**config.mk**
```make
export PLATFORM = sky130hd
export DESIGN_NAME = csr_access_sequencer
export DESIGN_NICKNAME = d
export VERILOG_FILES = /design/src/rtl/csr_access_sequencer.sv
export SDC_FILE = /design/constraint.sdc
export NUM_CORES = 1
export LEC_CHECK = 0
export ABC_AREA = 1
export CAP_MARGIN = 20
export CORE_UTILIZATION = 25
export DETAILED_ROUTE_END_ITERATION = 7
export PLACE_DENSITY = 0.45
export SLEW_MARGIN = 20
export SYNTH_ARGS = -nofsm -noshare
export SYNTH_HDL_FRONTEND = slang
export SYNTH_SLANG_ARGS = --single-unit
```
**constraint.sdc**
```tcl
create_clock -name clk_i -period 15.1 [get_ports clk_i]
set_clock_uncertainty 0.2 [all_clocks]
set_input_delay 3.02 -clock clk_i [delete_from_list [all_inputs] [get_ports clk_i]]
set_output_delay 3.02 -clock clk_i [all_outputs]
set_load 0.005 [all_outputs]
```
**src/rtl/csr_access_sequencer.sv**
```systemverilog
// Single-master front end for the machine-mode CSR access port: arbitrates pipeline,
// trap-entry and MRET requests and sequences their CSR accesses over the en/busy handshake.
module csr_access_sequencer #(
  parameter int unsigned CSR_DATA_WIDTH = 32,
  parameter int unsigned CSR_ADDR_WIDTH = 12,
  parameter int unsigned TIMEOUT_CYCLES = 15
) (
  input  logic                      clk_i,
  input  logic                      rst_i,
  input  logic                      pipe_req_i,
  input  logic                      pipe_we_i,
  input  logic [CSR_ADDR_WIDTH-1:0] pipe_addr_i,
  input  logic [CSR_DATA_WIDTH-1:0] pipe_data_i,
  output logic                      pipe_ack_o,
  output logic [CSR_DATA_WIDTH-1:0] pipe_rdata_o,
  input  logic                      trap_req_i,
  input  logic [CSR_DATA_WIDTH-1:0] trap_pc_i,
  input  logic [CSR_DATA_WIDTH-1:0] trap_cause_i,
  input  logic [CSR_DATA_WIDTH-1:0] trap_tval_i,
  output logic                      trap_ack_o,
  output logic [CSR_DATA_WIDTH-1:0] trap_vector_o,
  input  logic                      mret_req_i,
  output logic                      mret_ack_o,
  output logic [CSR_DATA_WIDTH-1:0] mret_pc_o,
  output logic                      csr_en_o,
  output logic                      csr_we_o,
  output logic [CSR_ADDR_WIDTH-1:0] csr_addr_o,
  output logic [CSR_DATA_WIDTH-1:0] csr_data_o,
  input  logic [CSR_DATA_WIDTH-1:0] csr_data_i,
  input  logic                      csr_busy_i,
  output logic                      timeout_o
);

  localparam int unsigned DW    = CSR_DATA_WIDTH;
  localparam int unsigned AW    = CSR_ADDR_WIDTH;
  localparam int unsigned CNT_W = 8;

  localparam logic [AW-1:0] MSR_MTVEC  = AW'(12'h305);
  localparam logic [AW-1:0] MSR_MEPC   = AW'(12'h341);
  localparam logic [AW-1:0] MSR_MCAUSE = AW'(12'h342);
  localparam logic [AW-1:0] MSR_MTVAL  = AW'(12'h343);

  localparam logic [CNT_W-1:0] TO_LAST = CNT_W'(TIMEOUT_CYCLES);
  localparam logic [CNT_W-1:0] TO_PRE  = CNT_W'(TIMEOUT_CYCLES - 1);
  localparam logic [1:0]       STEP_LAST = 2'd3;

  typedef enum logic [1:0] {S_IDLE, S_ISSUE, S_WAIT, S_DONE} state_e;
  typedef enum logic [1:0] {OP_PIPE, OP_TRAP, OP_MRET} op_e;

  state_e            state_q, state_d;
  op_e               op_q, op_d;
  logic [1:0]        step_q, step_d;
  logic [AW-1:0]     addr_q, addr_d;
  logic [DW-1:0]     wdata_q, wdata_d;
  logic              we_q, we_d;
  logic [DW-1:0]     pc_q, pc_d;
  logic [DW-1:0]     cause_q, cause_d;
  logic [DW-1:0]     tval_q, tval_d;
  logic [CNT_W-1:0]  cnt_q, cnt_d;
  logic [DW-1:0]     rdata_q, rdata_d;
  logic              csr_en_q, csr_en_d;
  logic              csr_we_q, csr_we_d;
  logic [AW-1:0]     csr_addr_q, csr_addr_d;
  logic [DW-1:0]     csr_data_q, csr_data_d;
  logic              pipe_ack_q, pipe_ack_d;
  logic              trap_ack_q, trap_ack_d;
  logic              mret_ack_q, mret_ack_d;
  logic              timeout_q, timeout_d;
  logic [DW-1:0]     pipe_rdata_q, pipe_rdata_d;
  logic [DW-1:0]     trap_vector_q, trap_vector_d;
  logic [DW-1:0]     mret_pc_q, mret_pc_d;

  logic              acc_we;
  logic [AW-1:0]     acc_addr;
  logic [DW-1:0]     acc_data;
  logic              cur_rd;
  logic              complete;

  // Handler PC: base of MTVEC, plus 4*cause for vectored-mode interrupts.
  function automatic logic [DW-1:0] vector_f(input logic [DW-1:0] v, input logic [DW-1:0] c);
    logic [DW-1:0] base;
    base = {v[DW-1:2], 2'b00};
    if (v[1:0] == 2'b01 && c[DW-1]) begin
      return base + {c[DW-3:0], 2'b00};
    end
    return base;
  endfunction

  always_ff @(posedge clk_i or posedge rst_i) begin
    if (rst_i) begin
      state_q       <= S_IDLE;
      op_q          <= OP_PIPE;
      step_q        <= '0;
      addr_q        <= '0;
      wdata_q       <= '0;
      we_q          <= 1'b0;
      pc_q          <= '0;
      cause_q       <= '0;
      tval_q        <= '0;
      cnt_q         <= '0;
      rdata_q       <= '0;
      csr_en_q      <= 1'b0;
      csr_we_q      <= 1'b0;
      csr_addr_q    <= '0;
      csr_data_q    <= '0;
      pipe_ack_q    <= 1'b0;
      trap_ack_q    <= 1'b0;
      mret_ack_q    <= 1'b0;
      timeout_q     <= 1'b0;
      pipe_rdata_q  <= '0;
      trap_vector_q <= '0;
      mret_pc_q     <= '0;
    end else begin
      state_q       <= state_d;
      op_q          <= op_d;
      step_q        <= step_d;
      addr_q        <= addr_d;
      wdata_q       <= wdata_d;
      we_q          <= we_d;
      pc_q          <= pc_d;
      cause_q       <= cause_d;
      tval_q        <= tval_d;
      cnt_q         <= cnt_d;
      rdata_q       <= rdata_d;
      csr_en_q      <= csr_en_d;
      csr_we_q      <= csr_we_d;
      csr_addr_q    <= csr_addr_d;
      csr_data_q    <= csr_data_d;
      pipe_ack_q    <= pipe_ack_d;
      trap_ack_q    <= trap_ack_d;
      mret_ack_q    <= mret_ack_d;
      timeout_q     <= timeout_d;
      pipe_rdata_q  <= pipe_rdata_d;
      trap_vector_q <= trap_vector_d;
      mret_pc_q     <= mret_pc_d;
    end
  end

  always_comb begin
    state_d       = state_q;
    op_d          = op_q;
    step_d        = step_q;
    addr_d        = addr_q;
    wdata_d       = wdata_q;
    we_d          = we_q;
    pc_d          = pc_q;
    cause_d       = cause_q;
    tval_d        = tval_q;
    cnt_d         = cnt_q;
    rdata_d       = rdata_q;
    csr_en_d      = 1'b0;
    csr_we_d      = 1'b0;
    csr_addr_d    = csr_addr_q;
    csr_data_d    = csr_data_q;
    pipe_ack_d    = 1'b0;
    trap_ack_d    = 1'b0;
    mret_ack_d    = 1'b0;
    timeout_d     = 1'b0;
    pipe_rdata_d  = pipe_rdata_q;
    trap_vector_d = trap_vector_q;
    mret_pc_d     = mret_pc_q;
    acc_we        = 1'b0;
    acc_addr      = csr_addr_q;
    acc_data      = csr_data_q;
    complete      = 1'b0;
    cur_rd        = (op_q == OP_MRET) || (op_q == OP_TRAP && step_q == STEP_LAST) ||
                    (op_q == OP_PIPE && !we_q);

    case (state_q)
      S_IDLE: begin
        if (trap_req_i || mret_req_i || pipe_req_i) begin
          addr_d  = pipe_addr_i;
          wdata_d = pipe_data_i;
          we_d    = pipe_we_i;
          pc_d    = trap_pc_i;
          cause_d = trap_cause_i;
          tval_d  = trap_tval_i;
          step_d  = '0;
          state_d = S_ISSUE;
          if (trap_req_i)      op_d = OP_TRAP;
          else if (mret_req_i) op_d = OP_MRET;
          else                 op_d = OP_PIPE;
        end
      end
      S_ISSUE: begin
        cnt_d   = '0;
        state_d = S_WAIT;
      end
      S_WAIT: begin
        // Counter at its limit wins over a late busy drop so timeout_o and data agree.
        if (cnt_q == TO_LAST) begin
          complete = 1'b1;
          rdata_d  = '0;
        end else if (csr_busy_i) begin
          cnt_d = cnt_q + CNT_W'(1);
          if (cnt_q == TO_PRE) timeout_d = 1'b1;
        end else begin
          complete = 1'b1;
          rdata_d  = cur_rd ? csr_data_i : '0;
        end
        if (complete) begin
          if (op_q == OP_TRAP && step_q != STEP_LAST) begin
            step_d  = step_q + 2'd1;
            state_d = S_ISSUE;
          end else begin
            state_d = S_DONE;
          end
        end
      end
      S_DONE: state_d = S_IDLE;
      default: state_d = S_IDLE;
    endcase

    case (op_d)
      OP_TRAP: begin
        case (step_d)
          2'd0:    begin acc_we = 1'b1; acc_addr = MSR_MEPC;   acc_data = pc_d;    end
          2'd1:    begin acc_we = 1'b1; acc_addr = MSR_MCAUSE; acc_data = cause_d; end
          2'd2:    begin acc_we = 1'b1; acc_addr = MSR_MTVAL;  acc_data = tval_d;  end
          default: begin acc_we = 1'b0; acc_addr = MSR_MTVEC;                      end
        endcase
      end
      OP_MRET: begin
        acc_we   = 1'b0;
        acc_addr = MSR_MEPC;
      end
      default: begin
        acc_we   = we_d;
        acc_addr = addr_d;
        acc_data = wdata_d;
      end
    endcase

    if (state_d == S_ISSUE) begin
      csr_en_d   = 1'b1;
      csr_we_d   = acc_we;
      csr_addr_d = acc_addr;
      csr_data_d = acc_data;
    end

    if (state_d == S_DONE) begin
      case (op_q)
        OP_TRAP: begin trap_ack_d = 1'b1; trap_vector_d = vector_f(rdata_d, cause_q); end
        OP_MRET: begin mret_ack_d = 1'b1; mret_pc_d = rdata_d;                        end
        default: begin pipe_ack_d = 1'b1; pipe_rdata_d = rdata_d;                     end
      endcase
    end
  end

  assign csr_en_o      = csr_en_q;
  assign csr_we_o      = csr_we_q;
  assign csr_addr_o    = csr_addr_q;
  assign csr_data_o    = csr_data_q;
  assign pipe_ack_o    = pipe_ack_q;
  assign trap_ack_o    = trap_ack_q;
  assign mret_ack_o    = mret_ack_q;
  assign timeout_o     = timeout_q;
  assign pipe_rdata_o  = pipe_rdata_q;
  assign trap_vector_o = trap_vector_q;
  assign mret_pc_o     = mret_pc_q;

endmodule

```
### Word level (Yosys, flattened, before mapping)

Index checks and enable logic that the tools add are counted.

* logic and storage cells: 123
* RAM bits: 0
* input port bits: 179
* latch bits: 0
* memories: 0
* memory bits (read-only): 0
* output and inout bits: 146
* flip-flop bits (word level): 333

* reduce and logical (&&, ||, !) cells: 20
* multiplexer cells: 57
* multipliers: 0
* divide/modulo/power cells: 0
* equality and inequality tests: 19
* shift-type cells: 0
* add/sub/neg operators: 3
* magnitude comparators: 0
* bitwise operators: 2

Operators with widths (number)
* $mux W32: 14
* $pmux W32 S3: 1
* $pmux W32 S2: 1
* $add A32 B32 Y32: 1
* $mux W12: 2
* $pmux W12 S2: 1
* $mux W1: 21
* $pmux W7 S3: 1
* $mux W2: 10
* $eq A8 B4 Y1 const B: 2
* $mux W8: 2
* $pmux W8 S2: 1
* $eq A2 B2 Y1 const B: 7
* $eq A2 B1 Y1 const B: 6
* $add A8 B1 Y8 const B: 1
* $pmux W2 S4: 1
* $logic_not A2 Y1: 3
* $ne A2 B2 Y1 const B: 3
* $reduce_and A2 Y1: 3
* $reduce_and A3 Y1: 2
* $logic_and A1 B1 Y1: 4
* $logic_or A1 B1 Y1: 4
* $ne A4 B1 Y1 const B: 1
* $pmux W2 S2: 1
* 7 further kinds: 8

### Depth between registers and ports, before layout

* depth in word-level cells: 14
* mapped depth: 23
* depth with buffers taken out: 22

### Worst setup path after synthesis

No wires, ideal clock.

* path kind: input to register
* start: in csr_busy_i
* end: reg trap_vector_q[30], in the netlist trap_vector_o[30]
* required time: 14776 ps
* stages on the path: 20
* path buffers: 1
* setup time: 124 ps
* path slack: 9190 ps
* arrival: 5587 ps
* cell sequence: inv_1 o21ai_2 clkbuf_1 nand2_1 o21ai_0 ha_1 inv_1 fa_1 inv_1 nand2_1 o21ai_0 nand2_1 nand2_1 nand2_1 nand2_1 nand2_1 nand3_1 nand2_1 nor2_1 o21ai_1

* elaborated cells on any way between the ends: 18
* classes of those cells: add/sub: 1; eq/ne: 2; mux: 13; reduce/logical: 2

RTL lines
* from (decl): RTL line 30 `input logic csr_busy_i,`
* $mux W32: RTL line 194 `end else if (csr_busy_i) begin`
* $mux W32: RTL line 191 `if (cnt_q == TO_LAST) begin`
* $mux W32: RTL line 169 `case (state_q)`
* net rdata_d[2]: RTL line 60 `logic [DW-1:0] rdata_q, rdata_d;`
* $add A32 B32 Y32: RTL line 84 `return base + {c[DW-3:0], 2'b00};`
* $mux W32: RTL line 83 `if (v[1:0] == 2'b01 && c[DW-1]) begin`
* $mux W32: RTL line 86 `return base;`
* to (signal assigned): RTL line 134 `trap_vector_q <= trap_vector_d;`
* to (decl): RTL line 70 `logic [DW-1:0] trap_vector_q, trap_vector_d;`

The timed path passes the listed nets, and every way through them passes these cells. The select of a mux whose other input is x is not followed.
A chain may end at the register's enable or synchronous reset.

### Worst setup path after layout

* start: in mret_req_i
* end: reg csr_data_q[22], in the netlist csr_data_o[22]

* word-level cells in the longest chain between the ends: 7
* elaborated cells on any way between the ends: 29
* classes of those cells: eq/ne: 6; mux: 18; bitwise: 1; reduce/logical: 4

Ends and longest elaborated chain
* from (decl): RTL line 22 `input logic mret_req_i,`
* $logic_or A1 B1 Y1 (*) (2 in a row): RTL line 171 `if (trap_req_i || mret_req_i || pipe_req_i) begin`
* $mux W2 (*): RTL line 171
* $pmux W2 S2 (*): RTL line 169
* net step_d[0]: RTL line 52 `logic [1:0] step_q, step_d;`
* $eq A2 B2 Y1 (tied with other cells): RTL line 216 `case (step_d)`
* $pmux W32 S3 or $ne A4 B1 Y1 (tied branches)
* $pmux W32 S2 or $reduce_and A3 Y1 (tied branches)
* to (signal assigned): RTL line 128 `csr_data_q <= csr_data_d;`
* to (decl): RTL line 64 `logic [DW-1:0] csr_data_q, csr_data_d;`

Mark *: on every way through the listed nets, which the timed path passes. The rest lies on a longest branch.

==> impl_metrics.tcl <==
set metrics [dict create \
    fp.dieH_um 255 \
    crit_family "buffers and inverters" \
    clkSlewWorstSetupHoldPaths_ns 0.05 \
    drive_gt1_share_pct 4.82 \
    num_vias 14172 \
    rsz0062_at_grt "no" \
    switching_power_mw 2.25 \
    timing.setup.tns_ns 0 \
    min_from "cnt_q[7]$_DFFE_PP0P_" \
    crit_top_cell "buf_4" \
    grt_max_degree 156 \
    finalCriticalPeriod_ns 6.99 \
    synth_area_leaders "dfrtp_1 (52%), nand2_1 (19%), o21ai_0 (3.8%), inv_1 (3.5%), ha_1 (3.3%)" \
    yosys-top-cells-count "nand2_1 (801), dfrtp_1 (331), inv_1 (147)" \
    fin_crit_sh_pct 46.3 \
    wirelength_um 57300 \
    yosysWarnings 0 \
    max_slew_margin_pct 34.1 \
    cp-start-kind "input port" \
    max_stage_delay_ns 0.77 \
    grt_use_total_pct 17.6 \
    crit_required_ns 15.31 \
    cp.arrival_ns 7.20 \
    path_cells "clkdlybuf4s50_1 -> nor2_1 -> nand2_1 -> nand2_4 -> clkinv_2 -> buf_4 -> o21ai_0 -> o21ai_0 -> inv_1 -> ha_1 -> buf_4 -> nor4_1 -> nor3_4 -> buf_4 -> nor2_1 -> a31oi_1" \
    internal-power_mw 2.82 \
    synth.distinct_cells 40 \
    post-cts-setup-buffers 0 \
    initial_core_util_pct 25.3 \
    insertion_delay_ns 0.57 \
    nFillCells 6772 \
    vias_per_cell 4.47 \
    combPwrFrac_pct 51.2 \
    grt_overflow 0 \
    slew_viol_final 0 \
    dieWidth_um 255 \
    cts-root-buf "clkbuf_16" \
    cap_violations 0 \
    io-pin-count 325 \
    wl_per_cell_um 18.1 \
    hold_viol 0 \
    ys_ff_latch 331 \
    cts_buffers 42 \
    ant_nets 0 \
    syn_area_per_cell_um2 8.01 \
    r2r_start "state_q[1]$_DFF_PP0_" \
    max_freq_mhz 143 \
    power_leakage_nw 10.4 \
    worstSetupPathType "input port to flip-flop" \
    worstPathMaxFanout 94 \
    multi_input_area_um2 6760 \
    setup_viol 0 \
    die_area_um2 65000 \
    path_buf_inv 6 \
    postCtsResizedCells 0 \
    grt_pass1_vias 14175 \
    syn_inst 1997 \
    core_area_um2 63100 \
    netlist_area_um2 16000 \
    outcome "completed" \
    power_density_nw_per_um2 236 \
    cp-end-kind "flip-flop" \
    hpwl_um 42300 \
    port_buffers 322 \
    clockBufferDepth 3 \
    p_sw_share_pct 44.4 \
    total_power_mw 5.07 \
    drc_errors 0 \
    cts.sinks 331 \
    antenna_found_initial 8 \
    area_growth_pct 34.2 \
    p_seq_share_pct 29.5 \
    yosysMostFrequentCell "nand2_1" \
    slowest_stage "buf_4" \
    synthArstFlopShare_pct 100 \
    grt_pass1_wl_um 87200 \
    nets 2516 \
    cts_tree "built" \
    htree_levels 2 \
    yosys.area.top_type "dfrtp_1" \
    routabilityCongestion 0.838 \
    p_clk_share_pct 19.3 \
    detail_route.first_pass.iterations 5 \
    synth_seq_area_share_pct 51.8 \
    synth_edf_count 0 \
    tightest_slew_ns 0.978 \
    setup_slack_ns 8.11 \
    drtIter0Drc 956 \
    regArea_um2 8280 \
    ys.flop_type "dfrtp_1" \
    hold_buffers 0 \
    place_ws_ns 7.50 \
    crit_start "mret_req_i" \
    synth_top_area_share_pct 51.8 \
    rows 92 \
    max-vdd-ir-drop_mv 0.121 \
    hp-class "flip-flop to flip-flop" \
]
==> final cells by class <==
cell class / instances / share of cell area (%)
well taps: 846 / 4.93
clock inverters: 14 / 0.688
repair buffers: 349 / 16.1
diodes: 1 / 0.0117
multi-input cells: 1420 / 31.5
clock buffers: 61 / 5.51
inverters: 150 / 2.66
flip-flops and latches: 331 / 38.6
==> routing by layer <==
metal	vias to the layer above	part of all wire, %	global-route usage, %
met5	-	0.17	0
met4	14	1.3	3.61
met3	62	6.2	3.75
met2	381	44	27.0
met1	6714	48	25.5
li1	7001	-	-
==> cells in the final DEF (no fill, tap or decap), types with 5 or more instances in the layout <==
master,Yosys,final
a21oi_1,64,64
nand4_1,6,6
clkinv_2,0,7
o22ai_1,6,6
clkdlybuf4s50_1,0,322
buf_4,3,25
nor2_1,123,123
o21ai_1,14,14
o21ai_0,120,120
xor2_1,6,6
dfrtp_1,331,331
o21a_1,25,25
o211ai_1,35,35
nand3_1,68,68
clkbuf_1,64,13
mux2i_1,25,25
a31oi_1,34,34
or2_2,5,5
nand2_1,801,800
xnor2_1,8,8
clkbuf_16,0,42
inv_1,147,146
ha_1,42,41
nor3_1,7,7
clkbuf_8,0,6
==> registers in the layout, summed over array words and instances, names as in the netlist, 2 cells and up <==
name / flops
addr_q: 12
cause_q: 32
cnt_q: 8
csr_addr_o: 12
csr_data_o: 32
mret_pc_o: 32
op_q: 2
pc_q: 32
pipe_rdata_o: 32
rdata_q: 32
state_q: 2
step_q: 2
trap_vector_o: 30
tval_q: 32
wdata_q: 32
==> cells by family after synthesis <==
| logic type | Yosys count | share of synthesized area, % |
|---|---|---|
| other | 1 | 0.0235 |
| multiplexers | 25 | 1.56 |
| AO/OA/AOI/OAI | 308 | 11.1 |
| buffers and inverters | 247 | 6.02 |
| flip-flops | 331 | 51.8 |
| XOR/XNOR | 14 | 0.767 |
| AND/OR/NAND/NOR | 1028 | 25.3 |
| adder cells (fa/ha/maj) | 43 | 3.41 |
==> worst reg2reg max path, cell delays in order, from the launching register on <==
cell and delay, ns:
dfrtp_1 0.39, nor2_1 0.62, nand2_4 0.56, clkinv_2 0.16, buf_4 0.77, o21ai_0 0.22
o21ai_0 0.19, inv_1 0.17, ha_1 0.23, buf_4 0.24, nor4_1 0.51, nor3_4 0.07
buf_4 0.35, nor2_1 0.21, a31oi_1 0.06
==> power by group through the flow <==
| stage | Sequential [mW] | Clock (mW) | Combinational [mW] |
|---|---|---|---|
| final | 1.49 | 0.977 | 2.60 |
| after global routing | 1.54 | 1.04 | 2.93 |
| after floorplan | 1.44 | 0 | 1.62 |
| after global placement | 1.51 | 0 | 2.59 |
| after detailed placement | 1.51 | 0 | 2.61 |
| after CTS | 1.50 | 1.01 | 2.62 |
==> per-stage QoR <==
step | hold slack (ns) | utilization [%] | cells | instance area [um^2]
4_1_cts | 0.265 | 34.0 | 3170 | 21400
3_3_place_gp | 0.259 | 31.9 | 3095 | 20100
2_1_floorplan | 0.241 | - | 1998 | 16000
6_report | 0.268 | 34.0 | 3172 | 21500
3_5_place_dp | 0.259 | 31.9 | 3095 | 20100
5_1_grt | 0.290 | 34.0 | 3171 | 21500
==> final timing paths <==
kind,to,slack (ns),depth (start not counted)
max reg2reg,csr_data_o[22]$_DFFE_PP0P_,10.02,14
min,cnt_q[7]$_DFFE_PP0P_,0.27,1
min in group asynchronous,cnt_q[0]$_DFFE_PP0P_,2.84,2
max in group asynchronous,mret_pc_o[5]$_DFFE_PP0P_,10.49,3
max,csr_data_o[22]$_DFFE_PP0P_,8.11,16
min reg2reg,cnt_q[7]$_DFFE_PP0P_,0.27,1
Power figures use the tool's default switching activity.
